**src/rtl/seg7_pkg.sv**
```systemverilog
// Shared 7-segment definitions for the display counter and its receive-side checker.
// Glyphs are active-low, bit order a..g with a in the MSB.
package seg7_pkg;

   localparam logic [6:0] SEG_0     = 7'b0000001;
   localparam logic [6:0] SEG_1     = 7'b1001111;
   localparam logic [6:0] SEG_2     = 7'b0010010;
   localparam logic [6:0] SEG_3     = 7'b0000110;
   localparam logic [6:0] SEG_4     = 7'b1001100;
   localparam logic [6:0] SEG_5     = 7'b0100100;
   localparam logic [6:0] SEG_6     = 7'b0100000;
   localparam logic [6:0] SEG_7     = 7'b0001111;
   localparam logic [6:0] SEG_8     = 7'b0000000;
   localparam logic [6:0] SEG_9     = 7'b0000100;
   localparam logic [6:0] SEG_BLANK = 7'h7F;

   typedef enum logic [1:0] {HUNT, TRACK, LOCKED} state_t;

   // Encoder used by the counter side; anything above 9 shows blank.
   function automatic logic [6:0] seg_encode(input logic [3:0] d);
      logic [6:0] s;
      case (d)
         4'd0:    s = SEG_0;
         4'd1:    s = SEG_1;
         4'd2:    s = SEG_2;
         4'd3:    s = SEG_3;
         4'd4:    s = SEG_4;
         4'd5:    s = SEG_5;
         4'd6:    s = SEG_6;
         4'd7:    s = SEG_7;
         4'd8:    s = SEG_8;
         4'd9:    s = SEG_9;
         default: s = SEG_BLANK;
      endcase
      return s;
   endfunction

endpackage

```
**src/rtl/seg7_digit_dec.sv**
```systemverilog
// Combinational decode of one active-low 7-segment glyph back to a BCD digit.
// A blank glyph reads as 0 only where allow_blank is set (leading-zero suppression).
module seg7_digit_dec
   import seg7_pkg::*;
(
   input  logic [6:0] seg,
   input  logic       allow_blank,
   output logic [3:0] digit,
   output logic       ok
);

   always_comb begin
      digit = 4'd0;
      ok    = 1'b1;
      case (seg)
         SEG_0:     digit = 4'd0;
         SEG_1:     digit = 4'd1;
         SEG_2:     digit = 4'd2;
         SEG_3:     digit = 4'd3;
         SEG_4:     digit = 4'd4;
         SEG_5:     digit = 4'd5;
         SEG_6:     digit = 4'd6;
         SEG_7:     digit = 4'd7;
         SEG_8:     digit = 4'd8;
         SEG_9:     digit = 4'd9;
         SEG_BLANK: ok    = allow_blank;
         default:   ok    = 1'b0;
      endcase
   end

endmodule

```
**config.mk**
```make
export PLATFORM = sky130hd
export DESIGN_NAME = seg7_digit_dec
export DESIGN_NICKNAME = d
export VERILOG_FILES = /design/src/rtl/seg7_pkg.sv /design/src/rtl/seg7_digit_dec.sv
export SDC_FILE = /design/constraint.sdc
export NUM_CORES = 1
export LEC_CHECK = 0
export BUFFER_PORTS_ARGS = -buffer_cell sky130_fd_sc_hd__buf_2
export CORE_AREA = 2 2 39 41
export DETAILED_ROUTE_END_ITERATION = 8
export DIE_AREA = 0 0 41 43
export PLACE_DENSITY = 0.49
export SYNTH_ARGS = -nofsm -noshare
export SYNTH_HDL_FRONTEND = slang
export SYNTH_SLANG_ARGS = --single-unit
```
**constraint.sdc**
```tcl
create_clock -name vclk -period 2
set_input_delay 0.3 -clock vclk [all_inputs]
set_output_delay 0.3 -clock vclk [all_outputs]
set_load 0.005 [all_outputs]
```
==> results.md <==
* Rel. slew slack at 0.804
* CP max FO at 9
* CTS resizes at 0
* Ports at 13
* Clock buffers at 0
* Placed cells at 56
* Max cap viols at 0
* Syn. warnings at 0
* Total routed wirelength at 578 um
* Hold buffer count at cts at 0
* Power, Total at 0.0414 mW
* Top cell type by total area after synthesis: buf_6
* Tcrit/Tclk final at 0.806
* Pleak at 0.129 nW
* Vias in the first global route at 202
* Horiz. Die Dim at 41 um
* Critical Path RT at 1700 ps
* Fmax at 0.620 GHz
* Slew @ Worst Pin at 290 ps
* Detailed Route Iter0 Violations at 6
* Sequential cells at 0
* Pwr/cell area at 152 nW/um^2
* Initial Util at 0.155
* Gr usage total at 0.0649
* Syn-to-layout area delta at 27.5%
* Reg area at 0 sq um
* CP Launch Type: primary input
* Core area at 1380 sq um
* Synthesized cell area at 214 sq um
* Area post-placement at 273 sq um
* Grt ovf at 0
* Max Slew Vio Count at 0
* Initial antenna violation count at 0
* Port bufs at 13
* Drt wl/cell at 10.3 um
* Final min period at 1610 ps
* Setup TNS at 0 ps
* Ant. Diodes at 0
* Crit path kind: in -> out
* Via count at 260
* Worst vdd ir at 0.0462 mV
* Netlist cell types at 21
* Critical Path AT at 1310 ps
* Most frequent cell after synthesis: nor2_1
* Fin cells at 56
* Syn Nets at 38
* Status: finished, final reports clean
* Design area at 273 sq um
* RSZ-0062 raised after global routing: false
* Vias/cell at 4.64
* Die Y at 43 um
* Seq/Total Area, Yosys at 0
* Syn Inst Count at 30
* Layout Utilization at 0.197
* Top cell type's share of synthesized area at 0.105
* Layout cell share with drive strength beyond 1 at 0.400
* First-pass GRT wire length at 869 um
* Hold_ws at 946 ps
* PnR worst setup slack at 388 ps
* Final hold vios at 0
* Nets@finish at 50
* Post-route DRC violation count at 0
* Hold Path Class: in -> out
* Antenna viol nets, final at 0
* Std cell rows at 14
* Area contributors post-synth: buf_6, o41ai_2, nor2_1, and4b_4, nand4_1
* Largest net degree at the start of global routing at 10
* Setup WS pre-CTS at 390 ps
* GP Congestion at 0.752
* DRT Pass-1 Iters at 2
* Final setup fails at 0
* DP HPWL at 450 um
* Syn Area/Cell at 7.13 sq um
* Area of the die at 1760 sq um
* Worst setup EP type: primary output
* Setup bufs post-CTS at 0
power breakdown:
group / internal [mW] / switching [mW]
registers: 0 / 0
clock network: 0 / 0
logic: 0.0174 / 0.0240
per-layer routing:
layer / up-vias / share of wire / track usage
li1: 142 / - / -
met1: 111 / 0.55 / 0.104
met2: 7 / 0.39 / 0.0969
met3: 0 / 0.061 / 0.00524
met4: 0 / 0 / 0
met5: - / 0 / 0
critical path: stages:
cell and delay [ps]:
buf_2 180, and4b_4 230, a32o_1 190, a211o_1 280
buf_2 120
path summary, 6_finish.rpt:
kind,start,endpoint,slack [ps],cells after the start
max,seg[4],ok,390,5
min,seg[1],digit[3],950,3
cell families (layout without fill, tap and decap cells):
kind of cell	after synthesis	after routing	share of synthesized area
mux	1	1	0.0468
xor+xnor	1	1	0.0409
simple gates	15	15	0.444
buf+inv	4	14	0.140
compound gates	9	9	0.328
cells in the final DEF, fill, tap and decap left out:
master / instances
xor2_1: 1
nor4_1: 1
a32oi_1: 1
inv_1: 1
mux2i_1: 1
o41ai_2: 1
a21oi_1: 2
nor2b_1: 1
nor2_1: 4
or3_4: 1
nor3_1: 2
o21ai_0: 2
nand4_1: 2
nand3_1: 2
and4b_4: 1
and4b_1: 1
a32o_1: 1
buf_2: 13
a31oi_1: 1
a211o_1: 1
final cells by class:
type                            count  area (sq um)
Fill cell                         149          1110
Multi-Input combinational cell     26           184
Timing Repair Buffer               13          65.1
Tap cell                           16          20.0
Inverter                            1          3.75
No activity file was read; power rests on OpenSTA's default activity.
